**src/rtl/uart_rx_frame_ctrl.sv**
```systemverilog
// uart_rx_frame_ctrl
//   Frame parser downstream of uart_rx. It hunts for the SYNC byte, then takes
//   a length byte, LEN payload bytes and a checksum byte. A frame is valid when
//   (LEN + sum(payload) + CHK) mod 256 == 0. A valid frame is held for the host
//   until frame_ack. An inter-byte timeout, counted in s_tick pulses,
//   resynchronises the parser after a broken frame.
//
// Ports
//   clk, reset_n     system clock, asynchronous active-low reset
//   s_tick           16x baud tick, used as the timeout time base
//   rx_data          received byte from uart_rx
//   rx_done_tick     one-cycle strobe: rx_data is valid
//   frame_ready      a checksum-valid frame is held
//   frame_len        payload length of the last accepted frame
//   rd_addr          payload read index
//   rd_data          payload byte at rd_addr, one cycle of latency
//   frame_ack        host releases the held frame
//   busy             parser is inside a frame (LEN, PAYLOAD or CHK)
//   err_chk          pulse: checksum mismatch
//   err_len          pulse: length byte is 0 or above MAX_LEN
//   err_timeout      pulse: inter-byte timeout inside a frame
//   err_overrun      pulse: byte dropped while a frame is held
module uart_rx_frame_ctrl #(
  parameter int unsigned MAX_LEN       = 16,
  parameter logic [7:0]  SYNC          = 8'hA5,
  parameter int unsigned TIMEOUT_TICKS = 640,
  localparam int unsigned LW           = $clog2(MAX_LEN + 1),
  localparam int unsigned AW           = $clog2(MAX_LEN)
) (
  input  logic          clk,
  input  logic          reset_n,
  input  logic          s_tick,
  input  logic [7:0]    rx_data,
  input  logic          rx_done_tick,
  output logic          frame_ready,
  output logic [LW-1:0] frame_len,
  input  logic [AW-1:0] rd_addr,
  output logic [7:0]    rd_data,
  input  logic          frame_ack,
  output logic          busy,
  output logic          err_chk,
  output logic          err_len,
  output logic          err_timeout,
  output logic          err_overrun
);

  localparam int unsigned TW      = $clog2(TIMEOUT_TICKS + 1);
  localparam logic [7:0]  MaxLen8 = 8'(MAX_LEN);
  localparam logic [TW-1:0] TmoLast = TW'(TIMEOUT_TICKS - 1);

  typedef enum logic [2:0] {StHunt, StLen, StPayload, StChk, StHold} state_e;

  state_e        state_q, state_d;
  logic [LW-1:0] len_q, len_d;
  logic [AW-1:0] idx_q, idx_d;
  logic [7:0]    acc_q, acc_d;
  logic [TW-1:0] tmo_q, tmo_d;
  logic [LW-1:0] frame_len_q, frame_len_d;
  logic          err_chk_q, err_chk_d;
  logic          err_len_q, err_len_d;
  logic          err_timeout_q, err_timeout_d;
  logic          err_overrun_q, err_overrun_d;
  logic [7:0]    rd_data_q;
  logic [7:0]    mem_q [MAX_LEN];
  logic          wr_en;
  logic          in_frame;
  logic [7:0]    chk_sum;
  logic          len_ok;
  logic          last_byte;

  assign in_frame  = (state_q == StLen) || (state_q == StPayload) || (state_q == StChk);
  assign chk_sum   = acc_q + rx_data;
  assign len_ok    = (rx_data != 8'd0) && (rx_data <= MaxLen8);
  assign last_byte = (LW'(idx_q) == len_q - LW'(1));

  always_comb begin
    state_d       = state_q;
    len_d         = len_q;
    idx_d         = idx_q;
    acc_d         = acc_q;
    tmo_d         = tmo_q;
    frame_len_d   = frame_len_q;
    err_chk_d     = 1'b0;
    err_len_d     = 1'b0;
    err_timeout_d = 1'b0;
    err_overrun_d = 1'b0;
    wr_en         = 1'b0;

    if (in_frame && s_tick) begin
      tmo_d = tmo_q + TW'(1);
    end

    unique case (state_q)
      StHunt: begin
        if (rx_done_tick && (rx_data == SYNC)) begin
          tmo_d   = '0;
          state_d = StLen;
        end
      end
      StLen: begin
        if (rx_done_tick) begin
          tmo_d = '0;
          if (len_ok) begin
            len_d   = LW'(rx_data);
            acc_d   = rx_data;
            idx_d   = '0;
            state_d = StPayload;
          end else begin
            err_len_d = 1'b1;
            state_d   = StHunt;
          end
        end
      end
      StPayload: begin
        if (rx_done_tick) begin
          tmo_d = '0;
          wr_en = 1'b1;
          acc_d = chk_sum;
          idx_d = idx_q + AW'(1);
          if (last_byte) begin
            state_d = StChk;
          end
        end
      end
      StChk: begin
        if (rx_done_tick) begin
          tmo_d = '0;
          if (chk_sum == 8'd0) begin
            frame_len_d = len_q;
            state_d     = StHold;
          end else begin
            err_chk_d = 1'b1;
            state_d   = StHunt;
          end
        end
      end
      StHold: begin
        // Buffer is frozen; any byte arriving now is lost, even on the ack cycle.
        if (rx_done_tick) begin
          err_overrun_d = 1'b1;
        end
        if (frame_ack) begin
          state_d = StHunt;
        end
      end
      default: begin
        state_d = StHunt;
      end
    endcase

    // A byte arriving on the terminal tick wins over the timeout.
    if (in_frame && s_tick && !rx_done_tick && (tmo_q == TmoLast)) begin
      err_timeout_d = 1'b1;
      tmo_d         = '0;
      state_d       = StHunt;
    end
  end

  always_ff @(posedge clk or negedge reset_n) begin
    if (!reset_n) begin
      state_q       <= StHunt;
      len_q         <= '0;
      idx_q         <= '0;
      acc_q         <= '0;
      tmo_q         <= '0;
      frame_len_q   <= '0;
      err_chk_q     <= 1'b0;
      err_len_q     <= 1'b0;
      err_timeout_q <= 1'b0;
      err_overrun_q <= 1'b0;
      rd_data_q     <= '0;
    end else begin
      state_q       <= state_d;
      len_q         <= len_d;
      idx_q         <= idx_d;
      acc_q         <= acc_d;
      tmo_q         <= tmo_d;
      frame_len_q   <= frame_len_d;
      err_chk_q     <= err_chk_d;
      err_len_q     <= err_len_d;
      err_timeout_q <= err_timeout_d;
      err_overrun_q <= err_overrun_d;
      rd_data_q     <= mem_q[rd_addr];
    end
  end

  // Payload storage needs no reset; contents are only meaningful below frame_len.
  always_ff @(posedge clk) begin
    if (wr_en) begin
      mem_q[idx_q] <= rx_data;
    end
  end

  assign frame_ready = (state_q == StHold);
  assign frame_len   = frame_len_q;
  assign rd_data     = rd_data_q;
  assign busy        = in_frame;
  assign err_chk     = err_chk_q;
  assign err_len     = err_len_q;
  assign err_timeout = err_timeout_q;
  assign err_overrun = err_overrun_q;

endmodule

```
**config.mk**
```make
export PLATFORM = sky130hd
export DESIGN_NAME = uart_rx_frame_ctrl
export DESIGN_NICKNAME = d
export VERILOG_FILES = /design/src/rtl/uart_rx_frame_ctrl.sv
export SDC_FILE = /design/constraint.sdc
export NUM_CORES = 1
export LEC_CHECK = 0
export CORE_UTILIZATION = 57
export CTS_BUF_LIST = sky130_fd_sc_hd__clkbuf_4 sky130_fd_sc_hd__clkbuf_8 sky130_fd_sc_hd__clkbuf_16
export DETAILED_ROUTE_END_ITERATION = 10
export PLACE_DENSITY = 0.76
export SYNTH_ARGS = -nofsm -noshare
export SYNTH_HDL_FRONTEND = slang
export SYNTH_SLANG_ARGS = --single-unit
```
**constraint.sdc**
```tcl
create_clock -name clk -period 2.45 [get_ports clk]
set_input_delay 0.6125 -clock clk [delete_from_list [all_inputs] [get_ports clk]]
set_output_delay 0.6125 -clock clk [all_outputs]
set_load 0.005 [all_outputs]
```
; Word level (Yosys, flattened, before mapping)
; Memories as Yosys holds them, arrays and structs flattened. A register that Yosys moved wholly into a read port is not among the register bits.
; Cells that the tools add are included.
; Widths: inputs -> output; s select.
[op_classes]
eq_ne = 16
order_cmp = 1
addsub = 4
n_reduce_logical = 18
n_mux = 35
[ops]
columns = operator, n
row1 = $mux 10, 4
row2 = $mux 3, 8
row3 = $mux 8, 3
row4 = $pmux 10 s2, 1
row5 = $pmux 8 s2, 1
row6 = $pmux 3 s5, 1
row7 = $mux 1, 12
row8 = $mux 4, 3
row9 = $ne 3x2->1 const B, 4
row10 = $add 10x1->10 const B, 1
row11 = $eq 10x10->1 const B, 1
row12 = $add 8x8->8, 1
row13 = $eq 8x8->1 const B, 1
row14 = $le 8x5->1 const B, 1
row15 = $logic_not 8->1, 1
row16 = $pmux 4 s2, 1
row17 = $reduce_bool 8->1, 1
row18 = $eq 3x2->1 const B, 2
row19 = $ne 2x2->1 const B, 3
row20 = $reduce_and 3->1, 2
row21 = $reduce_and 6->1, 1
row22 = $eq 4x5->1, 1
row23 = $logic_and 1x1->1, 5
row24 = $sub 5x1->5 const B, 1
row25 = other kinds (12), 14
[word_totals]
inputBits = 17
mem_bits_rw = 128
word_cells = 85
out_inout_bits = 19
mem_count = 1
ff_bits = 39
[mem_list]
columns = name, words, width, rd, rd_clocked_by_memory_dff, write_ports, line_no
row1 = mem_q, 16, 8, 1, 1, 1, 64  ; logic [7:0] mem_q [MAX_LEN];

; Longest topological paths before layout
[logic_depth]
ltp_word = 8
mapped_depth = 9
ltp_nobuf = 9

; Least setup slack after synthesis
; OpenSTA, ideal clock, no wires.
[synth_path]
kind = in2reg
from = in rx_data[0]
to = reg frame_len_q[0] (netlist: frame_len[0])
setup_time_ns = 0.125
arrival_ns = 2.429
setup_slack_ns = -0.104
stages = 9
path_cell_list = ha_1 inv_1 fa_1 nand2b_1 a21o_2 a211oi_1 and2_4 nand4b_4 mux2_2
[synth_between]
elab_chain_cells = 3
[synth_lines]
columns = element, line_no
row1 = start: declaration, 33  ; input logic [7:0] rx_data,
row2 = $add 8x8->8, 72  ; assign chk_sum = acc_q + rx_data;
row3 = $logic_not 8->1, 128  ; if (chk_sum == 8'd0) begin
row4 = $reduce_and 3->1 (no line), -
row5 = end signal: assignment, 178  ; frame_len_q <= frame_len_d;
row6 = end: declaration, 58  ; logic [LW-1:0] frame_len_q, frame_len_d;
; Every way passes these cells.
; A chain may end at the register's enable or synchronous reset.

; Final worst setup path
[layout_path]
from = in rx_data[1]
to = reg frame_len_q[0] (netlist: frame_len[0])
; Same word-level chain as after synthesis.

==> results.md <==
Clock network:
- The H-tree depth reported by CTS is 4.
- For this design, the CTS-stage hold fixing added 0 buffers.
- The CTS buffer count is 17.
- The clock slew seen by the registers of the worst setup and hold paths is 70 ps.
- The clock tree from TritonCTS is built.
- The insertion delay of the later-clocked pin in the worst-skew pair is 440 ps.
- The tree built by TritonCTS fans out to 175 sinks.
- The clock passes through at most 2 buffers.
- In this run the clock root is driven by a sky130_fd_sc_hd__clkbuf_16.

Route:
- The final layout contains routed wiring with a total length of 16,400 um.
- The first TritonRoute pass finished after 5 iterations.
- Summing over every cut layer, the via total after detailed routing is 4,338.
- In the routed design, unresolved DRC markers number 0.
- After detailed routing, the number of vias per cell comes to 5.88.
- Dividing the detail-routed wire length by the instance count gives 22.2 um.
- The remaining antenna violation count is 0.
- The iteration-0 DRC count of the detailed router is 470.

Timing:
- The fmax is 416 MHz.
- The number of failing hold endpoints at the final stage is 0.
- The slew at the pin closest to its max-slew limit is 494 ps.
- The normalized max-slew margin is 0.670.
- For the final database, setup skew stands at 10.5 ps.
- The max-slew violation count came to 0.
- The count of final setup violators is 0.
- In the finished design, the share of the clock period the worst path needs comes to 0.980.
- The final critical path time including I/O delays and setup is 2400 ps.

Setup path:
- For the worst setup path, the data required time is 2770 ps.
- The worst setup path is captured at a flip-flop.
- For the worst setup path, the data arrival time is 2720 ps.
- The critical-path maximum fanout is 6.
- The critical path start-end classification is input port to flip-flop.
- The worst setup path is launched from an input port.

Yosys:
- The net count after synthesis is 475.
- Counting flops and latches in the post-synthesis netlist gives 175.
- The synthesized design contains 128 enable-type register cells.
- The most used flip-flop cell after synthesis is sky130_fd_sc_hd__edfxtp_1.
- Of all cell types, the one taking the most synthesized area is sky130_fd_sc_hd__edfxtp_1.
- Of the total synthesized cell area, the portion taken by XOR and XNOR cells is 0.0237.
- The synthesized-area fraction occupied by adder cells is 0.0247.
- By area the synthesized netlist is led by sky130_fd_sc_hd__edfxtp_1 (52%), sky130_fd_sc_hd__dfrtp_1 (16%), sky130_fd_sc_hd__mux4_2 (12%), sky130_fd_sc_hd__ha_1 (2.2%), sky130_fd_sc_hd__nor2_1 (2.0%).
- The share of synthesized area in the top cell type comes to 0.520.
- Each instance of the synthesized netlist takes up on average 16.6 sq um.
- The compound-gate portion of the synthesized area is 0.0347.
- The fraction of registers with async set/reset is 0.269.
- Of the total synthesized cell area, the portion taken by AND, OR, NAND and NOR gates is 0.0803.
- The number of warnings issued by yosys is 0.
- The distinct cell type count after synthesis is 47.
- The synthesized netlist occupies a cell area of 7390 sq um.
- The main combinational cell family by area after synthesis is multiplexers.
- Measured against the total synthesized area, the mux share comes to 0.142.
- The synthesized instance count is 444.
- The sequential element share of the synthesized area is 0.679.

Hold path:
- The kind of path behind the tightest hold check is input port to async pin.

Place:
- Detailed placement ended at an HPWL of 10,400 um.
- At the end of routability-driven placement, the weighted congestion stood at 0.882.
- The number of buffers inserted by port buffering is 35.
- In this run the cell area measured after placement is 8470 sq um.

Floorplanning:
- The die is 116 um wide.
- The boundary pin count is 36.
- The floorplan die area is 13,400 sq um.
- The initial standard-cell utilization of the core is 0.585.
- The floorplan has 41 rows.
- In this run the vertical extent of the chip is 116 um.
- The area of the core is 12,600 sq um.

Power and ir drop:
- The total power per unit cell area is 829 nW/um^2.
- The leakage power of the design is 3.42 nW.
- The worst IR drop on VDD is 559 uV.

Finish:
- The number of antenna diodes in the final layout is 0.
- From synthesis to final layout, the design area changed by 24.0%.
- In the final layout, the share of cells above drive strength 1 is 0.322.
- The finished cells cover 9160 sq um.
- The number of nets in the final layout is 584.
- The most common library cell in the layout ignoring fill and taps is sky130_fd_sc_hd__edfxtp_1.
- Measured on the finished design, the core utilization comes to 0.726.
- Leaving out fill and tap cells, the most frequent cells in the layout are sky130_fd_sc_hd__edfxtp_1 (128), sky130_fd_sc_hd__buf_4 (63), sky130_fd_sc_hd__dfrtp_1 (46).

Status:
- The run finished with clean final reports.

Run:
- Across the run, the number of max-cap violations was 0.

Global route:
- The initial antenna violation count is 0.
- The total track usage is 0.275.
- Entering global routing, the biggest net connects 40 pins.
- The first global-routing pass estimated 25,300 um of wire.
- The overall overflow remaining after global route is 0.
- The via count of the first global-routing pass is 4,503.
==> cell families (layout without fill, tap and decap cells) <==
family / after synthesis / count (layout)
fa+ha+maj: 14 / 14
buf+inv: 27 / 149
compound gates: 39 / 39
simple gates: 115 / 115
flops: 175 / 175
xor+xnor: 20 / 20
mux: 54 / 54
==> power breakdown <==
group / total, W / switching, W / internal (W)
Clock: 0.00249 / 0.00115 / 0.00133
Sequential: 0.00351 / 0.000170 / 0.00334
Combinational: 0.00160 / 0.000782 / 0.000820
Total: 0.00760 / 0.00210 / 0.00549
==> state kept, by name (all words and copies together), names as in the netlist <==
register,flops
len_q,5
err_timeout,1
err_chk,1
rd_data,8
tmo_q,10
idx_q,4
err_overrun,1
mem_q,128
err_len,1
state_q,3
acc_q,8
frame_len,5
==> per-stage QoR <==
stage / total power (W) / setup slack (ps) / instances / hold slack, ps / setup TNS [ps]
3_5_place_dp: 0.00502 / -728 / 700 / 482 / -12130
5_1_grt: 0.00794 / -10.1 / 738 / 55.9 / -14.2
4_1_cts: 0.00759 / 15.0 / 736 / 56.5 / 0
3_3_place_gp: 0.00496 / -657 / 700 / 470 / -12090
2_1_floorplan: 0.00443 / 7.69 / 444 / 317 / 0
6_report: 0.00760 / 47.9 / 738 / 60.1 / 0
==> final timing paths <==
path                                end       start  slack [ps]  depth (start not counted)
setup / recovery           frame_len[0]  rx_data[1]          50                          9
hold / removal               rd_data[2]     reset_n          60                          1
setup reg to reg           frame_len[0]    acc_q[0]         150                          9
hold reg to reg                acc_q[3]    acc_q[3]         500                          2
max in group asynchronous    state_q[1]     reset_n        1870                          2
min in group clk               acc_q[3]    acc_q[3]         500                          2
==> cells in the mapped netlist (8+ instances only) <==
| cell | n |
|---|---|
| sky130_fd_sc_hd__xor2_1 | 12 |
| sky130_fd_sc_hd__nand2_1 | 26 |
| sky130_fd_sc_hd__xnor2_1 | 8 |
| sky130_fd_sc_hd__a21oi_1 | 10 |
| sky130_fd_sc_hd__inv_1 | 12 |
| sky130_fd_sc_hd__nor2_1 | 39 |
| sky130_fd_sc_hd__mux2_2 | 9 |
| sky130_fd_sc_hd__edfxtp_1 | 128 |
| sky130_fd_sc_hd__mux4_2 | 40 |
| sky130_fd_sc_hd__ha_1 | 13 |
| sky130_fd_sc_hd__o21ai_0 | 11 |
| sky130_fd_sc_hd__dfrtp_1 | 47 |
==> critical path, stage by stage <==
cell and delay, ps:
sky130_fd_sc_hd__dlygate4sd2_1 240, sky130_fd_sc_hd__buf_6 130, sky130_fd_sc_hd__ha_1 330, sky130_fd_sc_hd__a211oi_4 280, sky130_fd_sc_hd__nor2_1 130, sky130_fd_sc_hd__a41oi_2 280
sky130_fd_sc_hd__xnor2_2 170, sky130_fd_sc_hd__nand4b_4 200, sky130_fd_sc_hd__mux2_4 330
==> metal layers <==
layer,routed length (um),vias to the layer above,global-route usage
met5,0,-,0
li1,-,1942,-
met3,891,38,0.0685
met1,6330,2197,0.331
met2,8640,161,0.463
met4,514,0,0.139
==> timing repair <==
action                                  CTS  global route
pin swaps                                 7             7
setup buffers                             4             2
endpoints found under the setup margin    9             8
resized for setup                        24             5
==> layout make-up <==
class,count,area (sq um)
clock buffers,18,439
fillers,810,3460
repair buffers,105,932
clock inverters,14,111
inverters,12,45.0
flip-flops and latches,175,5020
multi-input cells,242,2400
well taps,172,215
No activity file was read; power rests on OpenSTA's default activity.
